--- src/rtl/output_display_pkg.sv ---
// Shared definitions for the output stage: control-word bits, seven-segment
// glyphs and conversion FSM states.
package output_display_pkg;

    typedef enum logic [3:0] {
        CW_HLT,
        CW_MEM_IN,
        CW_RAM_IN,
        CW_RAM_OUT,
        CW_INS_OUT,
        CW_INS_IN,
        CW_A_IN,
        CW_A_OUT,
        CW_ALU_OUT,
        CW_SUB,
        CW_B_IN,
        CW_OUT_IN,
        CW_PC_EN,
        CW_PC_OUT,
        CW_JUMP,
        CW_FLAGS_IN
    } cw_e;

    localparam int DISPLAY_DIGITS = 4;

    localparam logic [6:0] SEG_BLANK = 7'b0000000;
    localparam logic [6:0] SEG_MINUS = 7'b1000000;

    // Segment order is {g,f,e,d,c,b,a}, active-high.
    localparam logic [6:0] SEG_DIGIT [10] = '{
        7'b0111111, 7'b0000110, 7'b1011011, 7'b1001111, 7'b1100110,
        7'b1101101, 7'b1111101, 7'b0000111, 7'b1111111, 7'b1101111
    };

    typedef enum logic {
        ST_IDLE,
        ST_CONV
    } conv_state_e;

    function automatic logic [6:0] seg_encode(input logic [3:0] nibble);
        logic [6:0] seg;
        seg = SEG_BLANK;
        if (nibble <= 4'd9) begin
            seg = SEG_DIGIT[nibble];
        end
        return seg;
    endfunction

endpackage

--- src/rtl/output_display_bin2bcd8.sv ---
// Sequential double-dabble converter: 8-bit binary to 3-digit BCD in 8 clocks.
// done/bcd are combinational on the final iteration so the caller commits at that edge.
module bin2bcd8
    import output_display_pkg::*;
(
    input  logic        clk,
    input  logic        clear_n,
    input  logic        start,
    input  logic [7:0]  bin,
    output logic        busy,
    output logic        done,
    output logic [11:0] bcd
);

    conv_state_e state_q, state_d;
    logic [19:0] shift_q, shift_d;
    logic [2:0]  iter_q, iter_d;
    logic [19:0] adj;
    logic [19:0] shifted;

    always_ff @(posedge clk or negedge clear_n) begin
        if (!clear_n) begin
            state_q <= ST_IDLE;
            shift_q <= '0;
            iter_q  <= '0;
        end else begin
            state_q <= state_d;
            shift_q <= shift_d;
            iter_q  <= iter_d;
        end
    end

    always_comb begin
        adj = shift_q;
        for (int n = 0; n < 3; n++) begin
            if (shift_q[8 + 4*n +: 4] >= 4'd5) begin
                adj[8 + 4*n +: 4] = shift_q[8 + 4*n +: 4] + 4'd3;
            end
        end
        shifted = adj << 1;
    end

    // A new start always wins, so an interrupted conversion never signals done.
    always_comb begin
        state_d = state_q;
        shift_d = shift_q;
        iter_d  = iter_q;
        done    = 1'b0;
        if (start) begin
            state_d = ST_CONV;
            shift_d = {12'b0, bin};
            iter_d  = '0;
        end else if (state_q == ST_CONV) begin
            shift_d = shifted;
            iter_d  = iter_q + 3'd1;
            if (iter_q == 3'd7) begin
                state_d = ST_IDLE;
                done    = 1'b1;
            end
        end
    end

    assign busy = (state_q == ST_CONV);
    assign bcd  = shifted[19:8];

endmodule

--- src/rtl/output_display.sv ---
// Output register, BCD commit and 4-digit multiplexed seven-segment driver.
// Optional SIGNED_DISPLAY_EN adds signed_mode and a minus sign on digit 3.
module output_display
    import output_display_pkg::*;
#(
    parameter int SCAN_DIV = 4
) (
    input  logic        clk,
    input  logic        clear_n,
    input  logic        load,
    input  logic [7:0]  bus_in,
`ifdef SIGNED_DISPLAY_EN
    input  logic        signed_mode,
`endif
    output logic [7:0]  data_out,
    output logic [11:0] bcd_out,
    output logic        busy,
    output logic [3:0]  digit_sel,
    output logic [6:0]  segments
);

    localparam int DIV_W = (SCAN_DIV > 1) ? $clog2(SCAN_DIV) : 1;
    localparam int IDX_W = $clog2(DISPLAY_DIGITS);

    logic [7:0]       engine_bin;
    logic             engine_done;
    logic [11:0]      engine_bcd;
    logic [DIV_W-1:0] scan_div_q;
    logic [IDX_W-1:0] scan_idx_q;
    logic             show_sign;

`ifdef SIGNED_DISPLAY_EN
    logic negative;
    logic sign_pend_q;
    logic sign_flag_q;

    assign negative   = signed_mode & bus_in[7];
    assign engine_bin = negative ? (~bus_in + 8'd1) : bus_in;

    always_ff @(posedge clk or negedge clear_n) begin
        if (!clear_n) begin
            sign_pend_q <= 1'b0;
            sign_flag_q <= 1'b0;
        end else begin
            if (load) begin
                sign_pend_q <= negative;
            end
            if (engine_done) begin
                sign_flag_q <= sign_pend_q;
            end
        end
    end

    assign show_sign = sign_flag_q;
`else
    assign engine_bin = bus_in;
    assign show_sign  = 1'b0;
`endif

    bin2bcd8 u_bin2bcd8 (
        .clk     (clk),
        .clear_n (clear_n),
        .start   (load),
        .bin     (engine_bin),
        .busy    (busy),
        .done    (engine_done),
        .bcd     (engine_bcd)
    );

    always_ff @(posedge clk or negedge clear_n) begin
        if (!clear_n) begin
            data_out <= '0;
            bcd_out  <= '0;
        end else begin
            if (load) begin
                data_out <= bus_in;
            end
            if (engine_done) begin
                bcd_out <= engine_bcd;
            end
        end
    end

    always_ff @(posedge clk or negedge clear_n) begin
        if (!clear_n) begin
            scan_div_q <= '0;
            scan_idx_q <= '0;
        end else if (scan_div_q == DIV_W'(SCAN_DIV - 1)) begin
            scan_div_q <= '0;
            scan_idx_q <= scan_idx_q + 1'b1;
        end else begin
            scan_div_q <= scan_div_q + 1'b1;
        end
    end

    // Leading zeros are blanked, but a zero tens digit under a nonzero hundreds is shown.
    always_comb begin
        segments = SEG_BLANK;
        case (scan_idx_q)
            2'd0: segments = seg_encode(bcd_out[3:0]);
            2'd1: if (bcd_out[11:4] != 8'd0) segments = seg_encode(bcd_out[7:4]);
            2'd2: if (bcd_out[11:8] != 4'd0) segments = seg_encode(bcd_out[11:8]);
            default: if (show_sign) segments = SEG_MINUS;
        endcase
    end

    assign digit_sel = ~(4'b0001 << scan_idx_q);

endmodule

--- config.mk ---
export PLATFORM = sky130hd
export DESIGN_NAME = output_display
export DESIGN_NICKNAME = d
export VERILOG_FILES = /design/src/rtl/output_display_pkg.sv /design/src/rtl/output_display_bin2bcd8.sv /design/src/rtl/output_display.sv
export SDC_FILE = /design/constraint.sdc
export NUM_CORES = 1
export LEC_CHECK = 0
export CORE_MARGIN = 8
export CORE_UTILIZATION = 61
export CTS_BUF_LIST = sky130_fd_sc_hd__clkbuf_4
export CTS_CLUSTER_DIAMETER = 50
export CTS_CLUSTER_SIZE = 8
export DETAILED_ROUTE_END_ITERATION = 6
export GPL_ROUTABILITY_DRIVEN = 0
export PLACE_DENSITY = 0.88
export SETUP_SLACK_MARGIN = 0.05
export SLEW_MARGIN = 10
export SYNTH_ARGS = -nofsm -noshare
export SYNTH_HDL_FRONTEND = slang
export SYNTH_SLANG_ARGS = --single-unit
--- constraint.sdc ---
create_clock -name clk -period 4.8 [get_ports clk]
set_input_delay 0.96 -clock clk [delete_from_list [all_inputs] [get_ports clk]]
set_output_delay 0.96 -clock clk [all_outputs]
set_load 0.01 [all_outputs]
# [Yosys cells after proc, flatten, opt, wreduce, memory -nomap -nowiden]
# Memories as Yosys holds them, arrays and structs flattened.
# Index checks and enable logic that the tools add are counted.
# Widths: inputs -> output; s select.
[word_totals] out_inout_bits=32 input_bits=11 mem_count=3 reg_bits=48 mem_bits_ro=336 elab_cells=64
[mem_list] name="(no name shown)" depth=16 width=7 read_ports=1 rd_clocked_by_memory_dff=0 write_ports=0 line="output_display_pkg.sv:44" text="seg = SEG_DIGIT[nibble];"
[mem_list] name="(no name shown)" depth=16 width=7 read_ports=1 rd_clocked_by_memory_dff=0 write_ports=0 line="output_display_pkg.sv:44"
[mem_list] name="(no name shown)" depth=16 width=7 read_ports=1 rd_clocked_by_memory_dff=0 write_ports=0 line="output_display_pkg.sv:44"
[op_classes] n_lt_le_gt_ge=9 reduce_logical=4 n_addsub=6 bitwise=4 n_eq_ne=4 shifts=1 mux=26
[ops] cell="$mux 7" count=11
[ops] cell="$mux 20" count=2
[ops] cell="$pmux 7 s3" count=1
[ops] cell="$ge 5x5->1 const B" count=3
[ops] cell="$not 4->5" count=3
[ops] cell="$ge 4x3->1 const B" count=3
[ops] cell="$le 4x4->1 const B" count=3
[ops] cell="$mux 3" count=3
[ops] cell="$add 4x2->4 const B" count=2
[ops] cell="$mux 4" count=2
[ops] cell="$reduce_bool 8->1" count=1
[ops] cell="$mux 1" count=6
[ops] cell="$add 2x1->2 const B" count=2
[ops] cell="$eq 2x2->1 const B" count=2
[ops] cell="$not 4->4" count=1
[ops] cell="$reduce_bool 4->1" count=1
[ops] cell="$shl 1x2->4 const A" count=1
[ops] cell="$add 3x1->3 const B" count=1
[ops] cell="$add 3x2->3 const B" count=1
[ops] cell="$eq 3x3->1 const B" count=1
[ops] cell="$eq 2x1->1 const B" count=1
[ops] cell="$logic_not 2->1" count=1
[ops] cell="$mux 2" count=1
[ops] cell="$reduce_bool 2->1" count=1

# [Logic depth before layout (Yosys ltp)]
[logic_depth] ltp_word=7 ltp_mapped=8 mapped_depth_nobuf=6

# [Cells and area by module]
# A second synthesis with hierarchy kept.
[unflattened] cells_unflattened=330 area_unflattened_um2=3135.5
[by_module_without_submodules] mod="output_display" instances=1 cells_each=169 seq_area_each_um2=600.6 area_per_inst_um2=1647.8
[by_module_without_submodules] mod="bin2bcd8" instances=1 cells_each=161 seq_area_each_um2=600.6 area_per_inst_um2=1487.7

# [Least setup slack after synthesis]
# No wires, ideal clock.
[synth_path] path_type="flip-flop to output port" startpoint="reg bcd_out[8]" endpoint="out segments[2]" stages_incl_launch_ff=7 arrival_ns=1.511 path_slack_ns=2.329 n_path_buf=0 cell_sequence="dfrtp_1 inv_1 ha_1 nor2b_1 o22ai_1 nand3_1 o221ai_1"
[synth_between] elab_chain_len=7
[synth_rtl] item="start: declaration" line="output_display.sv:16" text="output logic [11:0] bcd_out,"
[synth_rtl] item="start signal: assignment" line="output_display.sv:79" text="bcd_out <= engine_bcd;"
[synth_rtl] item="$not 4->5 (not written as such)" line="output_display_pkg.sv:44"
[synth_rtl] item="$mem_v2 16x7"
[synth_rtl] item="$mux 7 (not written as such) (2 in a row)" line="output_display_pkg.sv:44"
[synth_rtl] item="$mux 7" line="output_display_pkg.sv:43" text="if (nibble <= 4'd9) begin"
[synth_rtl] item="$mux 7" line="output_display.sv:102" text="2'd2: if (bcd_out[11:8] != 4'd0) segments = seg_encode(bcd_out[11:8]);"
[synth_rtl] item="$pmux 7 s3 (*)" line="output_display.sv:99" text="case (scan_idx_q)"
[synth_rtl] item="end: declaration" line="output_display.sv:19" text="output logic [6:0] segments"
# Every way passes the cells marked *; elsewhere a longest branch is shown, timed or not. The select of a mux whose other input is x is not followed.

# [Final worst setup path]
[layout_path] startpoint="reg bcd_out[8]" endpoint="out segments[6]"
# Same word-level chain as after synthesis.

==> flow_metrics.py <==
metrics = {
    "grt": {
        "grt_overflow": 0,
        "grt_pass1_wl_um": 9800,
        "grt_pass1_vias": 2207,
        "grt_max_degree": 49,
        "antenna_found_initial": 0,
        "grt_use_total_pct": 15.9,
    },
    "detailed_routing": {
        "drtPass1Iterations": 4,
        "ant_nets": 0,
        "vias_per_cell": 5.52,
        "route.detailed.drc": 0,
        "wire_per_inst_um": 13.6,
        "wl_um": 5760,
        "drt_iter0_drc": 67,
        "vias": 2345,
    },
    "floorplanning": {
        "die_area_sq_um": 7470,
        "start_util_pct": 63.7,
        "num_rows": 25,
        "dieHeight_um": 86.5,
        "die_x_um": 86.5,
        "io_pins": 43,
        "core-area_sq_um": 4750,
    },
    "logic_synthesis": {
        "yosysMostFrequentCell": "dfrtp_1",
        "synth_edf_count": 0,
        "synthArstFlopShare_pct": 100,
        "synthTopCellsByArea": "dfrtp_1 (40%), ha_1 (13%), o21ai_0 (4.8%)",
        "synthSimpleGateAreaFrac_pct": 15.8,
        "yosys-mux-area-fraction_pct": 4.63,
        "ys.flop_type": "dfrtp_1",
        "ys_top_cells_by_count": "dfrtp_1 (48), nand2_1 (34), ha_1 (31)",
        "yosysWarningCount": 0,
        "yosysTopAreaCellShare_pct": 39.7,
        "synthesis.area_sq_um": 3030,
        "synth_area_per_cell_sq_um": 9.32,
        "synth_xor_xnor_area_share_pct": 1.45,
        "ys_seq_area_share_pct": 39.7,
        "synth.distinct_cells": 45,
        "syn_nets": 367,
        "synth-seq-cells": 48,
        "synthAdderAreaFrac_pct": 12.8,
        "synth_compound_area_share_pct": 18.3,
        "synth_top_family_by_area": "compound AO/OA/AOI/OAI gates",
        "synth_cells": 325,
        "yosysTopAreaCell": "dfrtp_1",
    },
    "sta": {
        "period_share_pct": 73.7,
        "final_hold_viol_count": 0,
        "drv_slew": 0,
        "whs_ns": 0.439,
        "layout_min_cycle_time_ns": 3.54,
        "final.setup_skew_ns": 0.00840,
        "fmax_mhz": 283,
        "fin_setup_tns_ns": 0,
        "tightest_slew_ns": 1.03,
        "rsz0062_at_grt": "no",
        "setup_viol": 0,
        "slew_headroom_pct": 31.6,
    },
    "finish": {
        "drive_above_1_share_pct": 6.15,
        "num_antenna_cells": 0,
        "syn2layout_area_growth_pct": 14.4,
        "fillers": 369,
        "layout.nets": 400,
        "final_area_sq_um": 3460,
        "fin_cells": 425,
    },
    "critical_path": {
        "cp_max_fo": 7,
        "cp.required_ns": 3.84,
        "endpoint_kind": "output pin",
        "worstPathArrival_ns": 2.58,
        "critical_path_class": "reg -> out",
        "start_kind": "flip-flop",
    },
    "cts": {
        "cts-hold-fix-buffers": 0,
        "cts.clk_slew.worst_paths_ns": 0.13,
        "cts_made_buffers": 5,
        "clk_path_buf_depth": 2,
        "cts_tree": "built",
        "cts_setup_buffers": 0,
        "clock_latency_ns": 0.35,
        "h-tree-depth": 2,
        "cts_num_sinks": 48,
        "cts.repair.resized": 0,
        "cts_root_buffer": "clkbuf_4",
    },
    "place": {
        "dp.cells": 418,
        "dpl-instance-area_sq_um": 3420,
        "io_buffers": 42,
        "dp_hpwl_um": 4280,
    },
    "status": {
        "status": "finished, final reports clean",
    },
    "pwr": {
        "power_density_nw_per_um2": 226,
        "design_power_total_uw": 781,
        "p_leak_uw": 0.00156,
        "ir_drop_mv": 0.230,
    },
    "hold_path": {
        "hold_class": "reg -> reg",
    },
    "run": {
        "max-cap-violations": 0,
    },
}
[state kept, by name, summed over array words and instances (netlist names)]
name                flops
bcd_out                12
scan_idx_q              2
data_out                8
u_bin2bcd8.shift_q     20
u_bin2bcd8.iter_q       3
scan_div_q              2
u_bin2bcd8.busy         1
[layout by cell type, fill, tap and decap left out, types with 3 or more instances in the layout]
| cell type | synthesis | layout |
|---|---|---|
| dfrtp_1 | 48 | 48 |
| clkdlybuf4s50_1 | 0 | 41 |
| nand2_1 | 34 | 34 |
| ha_1 | 31 | 31 |
| o21ai_0 | 29 | 29 |
| inv_1 | 27 | 27 |
| nor2_1 | 21 | 21 |
| a21oi_1 | 17 | 17 |
| nand2b_1 | 11 | 11 |
| mux2i_1 | 11 | 11 |
| nor3b_1 | 7 | 7 |
| nor2b_1 | 6 | 6 |
| o22ai_1 | 6 | 6 |
| nand3_1 | 6 | 6 |
| a211oi_1 | 6 | 6 |
| o221ai_1 | 5 | 5 |
| o21ai_2 | 5 | 5 |
| clkbuf_4 | 0 | 5 |
| o21ai_1 | 4 | 4 |
| xnor2_1 | 4 | 4 |
| o31ai_1 | 3 | 3 |
| a21oi_2 | 3 | 3 |
[cell families after synthesis]
logic type / after synthesis
AND/OR/NAND/NOR: 96
AO/OA/AOI/OAI: 87
flip-flops: 48
buffers and inverters: 45
adder cells (fa/ha/maj): 31
multiplexers: 13
XOR/XNOR: 5
[through the flow]
| stage | utilization (%) | setup slack [ns] |
|---|---|---|
| CTS | 72.9 | 1.26 |
| floorplan | - | 2.33 |
| global placement | 71.9 | 1.76 |
| global route | 72.9 | 1.06 |
| detailed placement | 71.9 | 1.67 |
| finish | 72.9 | 1.26 |
[power breakdown]
group / switching, uW / internal (uW)
logic: 80.2 / 83.1
registers: 22.4 / 426
clock network: 118 / 51.4
[worst max-delay path, cell delays in order, from the launching register on]
cell	delay, ns
dfrtp_1	0.49
inv_1	0.12
ha_1	0.22
nor2b_1	0.13
o22ai_1	0.23
nand3_1	0.21
o221ai_1	0.25
clkdlybuf4s50_1	0.57
[layer usage]
layer  routed length, um  vias up  track usage [%]
met1                2640     1090             19.7
met3                 304       13             3.59
li1                    -     1182                -
met4                 117        0             6.10
met5                   0        -                0
met2                2700       60             26.3
[worst paths after layout]
path                                       from            end  slack [ns]  depth (start not counted)
setup / recovery                     bcd_out[8]    segments[6]        1.26                          7
max in group asynchronous               clear_n    data_out[2]        3.40                          1
min in group asynchronous               clear_n     bcd_out[9]        0.77                          1
hold / removal                    scan_div_q[0]  scan_div_q[0]        0.44                          1
setup reg to reg           u_bin2bcd8.iter_q[0]     bcd_out[0]        2.87                          5
hold reg to reg                   scan_div_q[0]  scan_div_q[0]        0.44                          1
[layout make-up]
type                            count  area (sq um)  share of cell area, %
Timing Repair Buffer               44           430                   12.4
Clock buffer                        5          37.5                   1.08
Inverter                           27           101                   2.93
Tap cell                           67          83.8                   2.42
Sequential cell                    48          1200                   34.7
Clock inverter                      2          7.51                  0.217
Multi-Input combinational cell    232          1600                   46.3
No activity file was read; power rests on OpenSTA's default activity.
